<file path="src/rtl/core_pkg.sv">
// rtl/core_pkg.sv - shared fetch types and constants
package core_pkg;

  // Fetch FSM. HALT can only be entered on an error and is left only by reset.
  typedef enum logic {
    RUN  = 1'b0,
    HALT = 1'b1
  } fetch_state_t;

  // Sticky error code, mapped directly onto the 2-bit err output.
  typedef enum logic [1:0] {
    ERR_NONE     = 2'b00,
    ERR_MISALIGN = 2'b01,
    ERR_RANGE    = 2'b10
  } fetch_err_t;

  localparam int unsigned INSTR_BYTES = 4;

endpackage

</file>
<file path="src/rtl/pc_next.sv">
// rtl/pc_next.sv - combinational next-PC and error select for the fetch front end
//
// Ports:
//   pc              current PC register value
//   redirect        branch/jump taken this cycle
//   redirect_target new PC requested by the redirect
//   advance         fetch buffer can take a new word (!if_valid || if_ready)
//   state           current fetch FSM state
//   pc_nxt          value to load into the PC register
//   capture         load Instr/pc into the fetch buffer
//   flush           invalidate the fetch buffer (redirect)
//   halt_req        move to HALT and record err_code
//   err_code        error to record when halt_req is set
module pc_next
  import core_pkg::*;
#(
  parameter int unsigned ADDRESS_WIDTH = 20
) (
  input  logic [31:0]  pc,
  input  logic         redirect,
  input  logic [31:0]  redirect_target,
  input  logic         advance,
  input  fetch_state_t state,
  output logic [31:0]  pc_nxt,
  output logic         capture,
  output logic         flush,
  output logic         halt_req,
  output fetch_err_t   err_code
);

  // Compare the word index against 2**ADDRESS_WIDTH in 64 bits so the limit
  // itself never overflows, whatever ADDRESS_WIDTH is.
  localparam logic [63:0] WORD_LIMIT = 64'd1 << ADDRESS_WIDTH;

  logic pc_in_range;
  assign pc_in_range = ({34'd0, pc[31:2]} < WORD_LIMIT);

  always_comb begin
    pc_nxt   = pc;
    capture  = 1'b0;
    flush    = 1'b0;
    halt_req = 1'b0;
    err_code = ERR_NONE;

    if (state == RUN) begin
      // Redirect wins over advance; a misaligned target halts without
      // touching the PC.
      if (redirect) begin
        if (redirect_target[1:0] != 2'b00) begin
          halt_req = 1'b1;
          err_code = ERR_MISALIGN;
        end else begin
          pc_nxt = redirect_target;
          flush  = 1'b1;
        end
      end else if (advance) begin
        if (!pc_in_range) begin
          halt_req = 1'b1;
          err_code = ERR_RANGE;
        end else begin
          capture = 1'b1;
          pc_nxt  = pc + 32'(INSTR_BYTES);
        end
      end
    end
  end

endmodule

</file>
<file path="src/rtl/pc_fetch.sv">
// rtl/pc_fetch.sv - instruction fetch front end with one-entry fetch buffer
//
// Ports:
//   clk, rst         clock and synchronous active-high reset
//   PC               byte address to instruction memory (PC register)
//   Instr            word returned combinationally by instruction memory
//   redirect         branch/jump taken, load redirect_target
//   redirect_target  new PC
//   if_valid         fetch buffer holds an instruction
//   if_ready         decode accepts the buffer this cycle
//   if_instr, if_pc  buffered instruction and its PC
//   err              sticky error: 00 none, 01 misaligned, 10 out of range
//   instr_count      number of accepted instructions
module pc_fetch
  import core_pkg::*;
#(
  parameter logic [31:0] RESET_PC      = 32'h0000_0000,
  parameter int unsigned DATA_WIDTH    = 32,
  parameter int unsigned ADDRESS_WIDTH = 20
) (
  input  logic                  clk,
  input  logic                  rst,
  output logic [31:0]           PC,
  input  logic [DATA_WIDTH-1:0] Instr,
  input  logic                  redirect,
  input  logic [31:0]           redirect_target,
  output logic                  if_valid,
  input  logic                  if_ready,
  output logic [DATA_WIDTH-1:0] if_instr,
  output logic [31:0]           if_pc,
  output logic [1:0]            err,
  output logic [31:0]           instr_count
);

  fetch_state_t state;
  fetch_state_t state_nxt;
  fetch_err_t   err_q;

  logic         advance;
  logic [31:0]  pc_nxt;
  logic         capture;
  logic         flush;
  logic         halt_req;
  fetch_err_t   err_code;

  assign advance = !if_valid || if_ready;
  assign err     = err_q;

  pc_next #(
    .ADDRESS_WIDTH (ADDRESS_WIDTH)
  ) u_pc_next (
    .pc              (PC),
    .redirect        (redirect),
    .redirect_target (redirect_target),
    .advance         (advance),
    .state           (state),
    .pc_nxt          (pc_nxt),
    .capture         (capture),
    .flush           (flush),
    .halt_req        (halt_req),
    .err_code        (err_code)
  );

  always_comb begin
    state_nxt = state;
    if (halt_req) begin
      state_nxt = HALT;
    end
  end

  always_ff @(posedge clk) begin
    if (rst) begin
      state <= RUN;
    end else begin
      state <= state_nxt;
    end
  end

  always_ff @(posedge clk) begin
    if (rst) begin
      PC          <= RESET_PC;
      if_valid    <= 1'b0;
      if_instr    <= '0;
      if_pc       <= '0;
      err_q       <= ERR_NONE;
      instr_count <= '0;
    end else begin
      PC <= pc_nxt;

      // A handshake in the same cycle as a redirect or error still counts;
      // in HALT if_valid is already low, so the count holds there.
      if (if_valid && if_ready) begin
        instr_count <= instr_count + 32'd1;
      end

      if (capture) begin
        if_valid <= 1'b1;
        if_instr <= Instr;
        if_pc    <= PC;
      end else if (flush || halt_req) begin
        if_valid <= 1'b0;
      end

      if (halt_req) begin
        err_q <= err_code;
      end
    end
  end

endmodule
</file>
<file path="config.mk">
export PLATFORM = sky130hd
export DESIGN_NAME = pc_fetch
export DESIGN_NICKNAME = d
export VERILOG_FILES = /design/src/rtl/core_pkg.sv /design/src/rtl/pc_next.sv /design/src/rtl/pc_fetch.sv
export SDC_FILE = /design/constraint.sdc
export NUM_CORES = 1
export LEC_CHECK = 0
export BUFFER_PORTS_ARGS = -buffer_cell sky130_fd_sc_hd__buf_2
export CORE_ASPECT_RATIO = 0.6
export CORE_MARGIN = 2
export CORE_UTILIZATION = 40
export DETAILED_ROUTE_END_ITERATION = 12
export HOLD_SLACK_MARGIN = 0.03
export PLACE_DENSITY = 0.76
export SKIP_CTS_REPAIR_TIMING = 1
export SLEW_MARGIN = 20
export SYNTH_ARGS = -nofsm -noshare
export SYNTH_HDL_FRONTEND = slang
export SYNTH_HIERARCHICAL = 1
export SYNTH_SLANG_ARGS = --single-unit
</file>
<file path="constraint.sdc">
create_clock -name clk -period 2.7 [get_ports clk]
set_input_delay 0.405 -clock clk [delete_from_list [all_inputs] [get_ports clk]]
set_output_delay 0.405 -clock clk [all_outputs]
set_load 0.01 [all_outputs]
</file>
# == Word-level counts from Yosys, hierarchy flattened ==
# Cells that the tools add are included.
# totals
mem_count,0
inputBits,68
rom_bits,0
regBits,132
ramBits,0
latch_bits,0
out_inout_bits,131
word_cells,44
# op_classes
bitwise_logic,1
shift,0
addsub,2
muxes,23
div,0
n_eq_ne,1
multipliers,0
order_cmp,1
reduce_logical,9
# ops
cell,n
$mux 32,4
$add 32x1->32 const B,1
$add 32x3->32 const B,1
$lt 30x21->1 const B,1
$mux 1,15
$mux 2,4
$reduce_bool 2->1,4
$reduce_and 4->1,1
$logic_or 1x1->1,2
$ne 2x2->1 const B,1
$logic_and 1x1->1,1
$logic_not 1->1,1
$not 1->1,1

# == Logic depth before layout (Yosys ltp) ==
# depth
depth_word,8
depth_mapped,9
ltp_nobuf,8

# == Modules after synthesis ==
# Netlist, hierarchy kept.
# by_module_without_submodules
module,area_per_inst_um2,cells_each,seq_area_each_um2,instances
pc_fetch,4728.3,467,2642.5,1
pc_next,1026.0,176,0.0,1

# == Least setup slack after synthesis ==
# OpenSTA, ideal clock, no wires.
# synth_path
path_kind,input-to-reg
from,input port redirect
to,register if_pc[13]
arrival_ns,2.292
required_ns,2.572
path_slack_ns,0.280
setup_time_ns,0.128
path_stages,8
n_path_buf,4
cell_sequence,clkbuf_1 or2_2 clkbuf_1 nor2_1 clkbuf_1 buf_1 mux2i_1 nor2_1
# synth_via
elab_chain_len,2
# synth_lines
element,line,rtl
from (decl),pc_fetch.sv:25,"input logic redirect,"
$mux 1,pc_next.sv:48,if (redirect) begin
$mux 1,pc_next.sv:45,if (state == RUN) begin
net capture,pc_fetch.sv:41,logic capture;
to (signal assigned),pc_fetch.sv:84,if_pc <= '0;
to (signal assigned),pc_fetch.sv:99,if_pc <= PC;
to (decl),pc_fetch.sv:30,"output logic [31:0] if_pc,"
# The timed path passes the listed nets, and every way through them passes these cells.
# A chain may end at the register's enable or synchronous reset.

# == Worst setup path in the final report ==
# layout_path
from,register instr_count[0]
to,register instr_count[26]
# layout_via
elab_chain_len,1
# layout_lines
element,line,rtl
from (decl),pc_fetch.sv:32,output logic [31:0] instr_count
from (signal assigned),pc_fetch.sv:93,instr_count <= instr_count + 32'd1;
$add 32x1->32,pc_fetch.sv:93,
# No other way between the ends.

==> impl_metrics.ini <==
[timing]
grt_setup_unrepaired = false
fin_crit_sh = 0.800
hold_ws_ns = 0.224
hold_viol = 0
setup_viol = 0
relSlewSlack = 0.597
worst_pin_slew_ns = 0.605
clock_skew_ns = 0.0140
drv_slew = 0
period_minus_slack_ns = 2.16
finalSetupTns_ns = 0
max_freq_ghz = 0.463

[final_layout]
multi_input_area_mm2 = 0.00292
n_fill_cell = 1251
ff_latch_area_mm2 = 0.00264
finalNetCount = 902
layout-drive-gt1-share = 0.304
antenna_cells = 0
area_growth_pct = 31.5

[die]
pin_count = 199
die_x_um = 159
core_area_mm2 = 0.0138
rows = 33
fp.dieH_um = 96.9
die-area_mm2 = 0.0154
initial_core_util = 0.416

[logic_synthesis]
synth_fp_nets = 713
syn_inst = 643
synth_edf_count = 0
syn_area_mm2 = 0.00575
synthDistinctLibCells = 54
yosysWarnings = 6
ys_seq_area_frac = 0.459
async_reset_ff_frac = 0
yosys_most_used_dff = dfxtp_1
syn_avg_cell_area_um2 = 8.95
synth-seq-cells = 132

[worst_setup_path]
r2r_end = instr_count[26]
arrival_ns = 2.46
regToRegSetupSlack_ns = 0.54
critPathCaptureType = flop
startpoint_type = flop
crit_type = flop to flop
required_ns = 3.00
r2r-start = instr_count[0]
reg2reg_depth = 5
path_max_fanout = 13

[drt]
routedLengthMet1_um = 7750
top_layer = met4
final_antenna_net_count = 0
met3_length_um = 1300
drtPass1Iterations = 5
drc = 0
routed_wl_um = 15500
met2_length_um = 6290
vias = 5299
drtIter0Drc = 377
via_per_inst = 5.11
wire_per_inst_um = 14.9

[job]
cap_violations = 0

[global_route]
grt.total_usage = 0.203
antenna_found_initial = 0
grt-ovfl-total = 0
grt_pass1_wl_um = 25400
grt_max_degree = 58
grt_pass1_vias = 5033

[pwr]
power_density_mw_per_mm2 = 692
irDropWorstVdd_mv = 0.433
p_leak_uw = 0.00332

[placed_design]
hpwl_um = 11000
port_buffers = 198
gp_congestion = 0.861

[cts]
path_clk_slew_ns = 0.07
htree_num_levels = 4
cts.sinks = 132
cts_tree = built
clockRootBuffer = clkbuf_16
cts_max_path_buffers = 2
cts_made_buffers = 17
clk_latency_ns = 0.41

[worst_hold_path]
hp-start = Instr[10]
hp-class = input port to flop
hold_depth = 3
holdPathEnd = if_instr[10]

[run_status]
status = complete, no violations
-- layout make-up --
cell class                      count  area share
Clock buffer                       17      0.0562
Inverter                           12     0.00595
Clock inverter                     15      0.0253
Tap cell                          192      0.0317
Multi-Input combinational cell    462       0.386
Timing Repair Buffer              207       0.145
Sequential cell                   132       0.349
-- worst max-delay path by stage --
stage | from | to | slack [ns] | cells past startpoint
after floorplan | redirect | if_pc[13] | 0.28 | 8
after global placement | if_ready | PC[18] | 0.58 | 8
after detailed placement | if_ready | PC[18] | 0.52 | 8
after CTS | instr_count[0] | instr_count[26] | 0.56 | 5
after global routing | instr_count[0] | instr_count[26] | 0.35 | 5
final | instr_count[0] | instr_count[26] | 0.54 | 5
-- cell usage in the layout, fill, tap and decap left out, types with 3 or more instances in the layout --
master and n:
or3_1 8, buf_4 7, o211ai_1 3, nor4_1 7
a31oi_1 7, or4_1 12, inv_6 7, xor2_1 6
buf_2 197, inv_1 11, a22oi_1 3, a21oi_1 23
nand4_1 13, nor2b_1 38, o21ai_0 14, nand2_1 54
nor4_4 3, nor3_1 11, o31ai_1 11, dfxtp_1 132
nor2_1 103, buf_12 3, mux2i_1 66, xnor2_1 5
and2_1 4, clkbuf_16 17, o21ai_1 5, o211a_1 3
mux2_2 5, clkinvlp_4 3, nand3_1 13, and4_1 9
bufinv_16 3, and3_1 4
-- cell families after synthesis --
kind of cell,after synthesis,share of synthesized area
AO/OA/AOI/OAI,86,0.0976
XOR/XNOR,11,0.0167
adder cells (fa/ha/maj),2,0.00435
buffers and inverters,49,0.0339
flip-flops,132,0.459
multiplexers,71,0.125
AND/OR/NAND/NOR,292,0.264
-- registers in the layout, indices dropped and copies added (netlist names) --
name         flops
state            1
instr_count     32
PC              32
err              2
if_pc           32
if_valid         1
if_instr        32
-- per-stage QoR --
| stage | setup WS, ns | instance area, µm² | total power (µW) | util | cells |
|---|---|---|---|---|---|
| floorplan | 0.280 | 5750 | 2580 | - | 643 |
| global placement | 0.578 | 6950 | 2830 | 0.502 | 1005 |
| detailed placement | 0.516 | 6950 | 2840 | 0.502 | 1005 |
| CTS | 0.558 | 7570 | 5290 | 0.547 | 1037 |
| global route | 0.354 | 7570 | 5470 | 0.547 | 1037 |
| finish | 0.541 | 7570 | 5230 | 0.547 | 1037 |
-- power by group --
group	switching [µW]	internal, µW	leakage, µW
registers	98.9	2040	0.00107
clock network	958	1480	0.000292
logic	353	305	0.00195
total	1410	3820	0.00332
-- critical path, stage by stage, from the launching register on --
cell     delay [ns]
dfxtp_1        0.38
ha_1           0.18
and4_1         0.31
nand3_1        0.38
nor4_1         0.42
mux2_2         0.37
-- metal layers --
metal / track usage / up-vias
met5: 0 / -
met4: 0.0508 / 0
met3: 0.0720 / 14
met2: 0.289 / 216
met1: 0.289 / 2418
li1: - / 2651
-- cells in the mapped netlist (2+ instances only) --
| master | count | share of area |
|---|---|---|
| xnor2_1 | 5 | 0.0076 |
| nor2b_1 | 38 | 0.041 |
| o21a_1 | 2 | 0.0026 |
| nand2b_1 | 2 | 0.0022 |
| o22a_1 | 2 | 0.0030 |
| nor4_1 | 7 | 0.0076 |
| a22oi_1 | 3 | 0.0039 |
| nand4_1 | 13 | 0.014 |
| o22ai_1 | 2 | 0.0022 |
| nor4_4 | 3 | 0.011 |
| clkbuf_1 | 27 | 0.018 |
| nand3_1 | 13 | 0.011 |
| o31ai_1 | 11 | 0.014 |
| and2_1 | 4 | 0.0043 |
| buf_1 | 8 | 0.0052 |
| a311oi_1 | 2 | 0.0030 |
| and4_1 | 9 | 0.014 |
| mux2i_1 | 66 | 0.11 |
| nor2_1 | 104 | 0.068 |
| a2bb2oi_1 | 2 | 0.0030 |
| ha_1 | 2 | 0.0043 |
| or4_1 | 12 | 0.016 |
| xor2_1 | 6 | 0.0091 |
| nand2_1 | 54 | 0.035 |
| or3_1 | 8 | 0.0087 |
| o211ai_1 | 3 | 0.0039 |
| a31oi_1 | 7 | 0.0076 |
| o21ai_1 | 5 | 0.0043 |
| nor3_1 | 11 | 0.0096 |
| or2_2 | 2 | 0.0022 |
| inv_1 | 11 | 0.0072 |
| dfxtp_1 | 132 | 0.46 |
| o211a_1 | 3 | 0.0052 |
| o21ai_0 | 14 | 0.012 |
| mux2_2 | 5 | 0.0098 |
| a211oi_2 | 2 | 0.0043 |
| a21oi_1 | 23 | 0.020 |
| and3_1 | 4 | 0.0043 |
(Power assumes the default switching activity.)
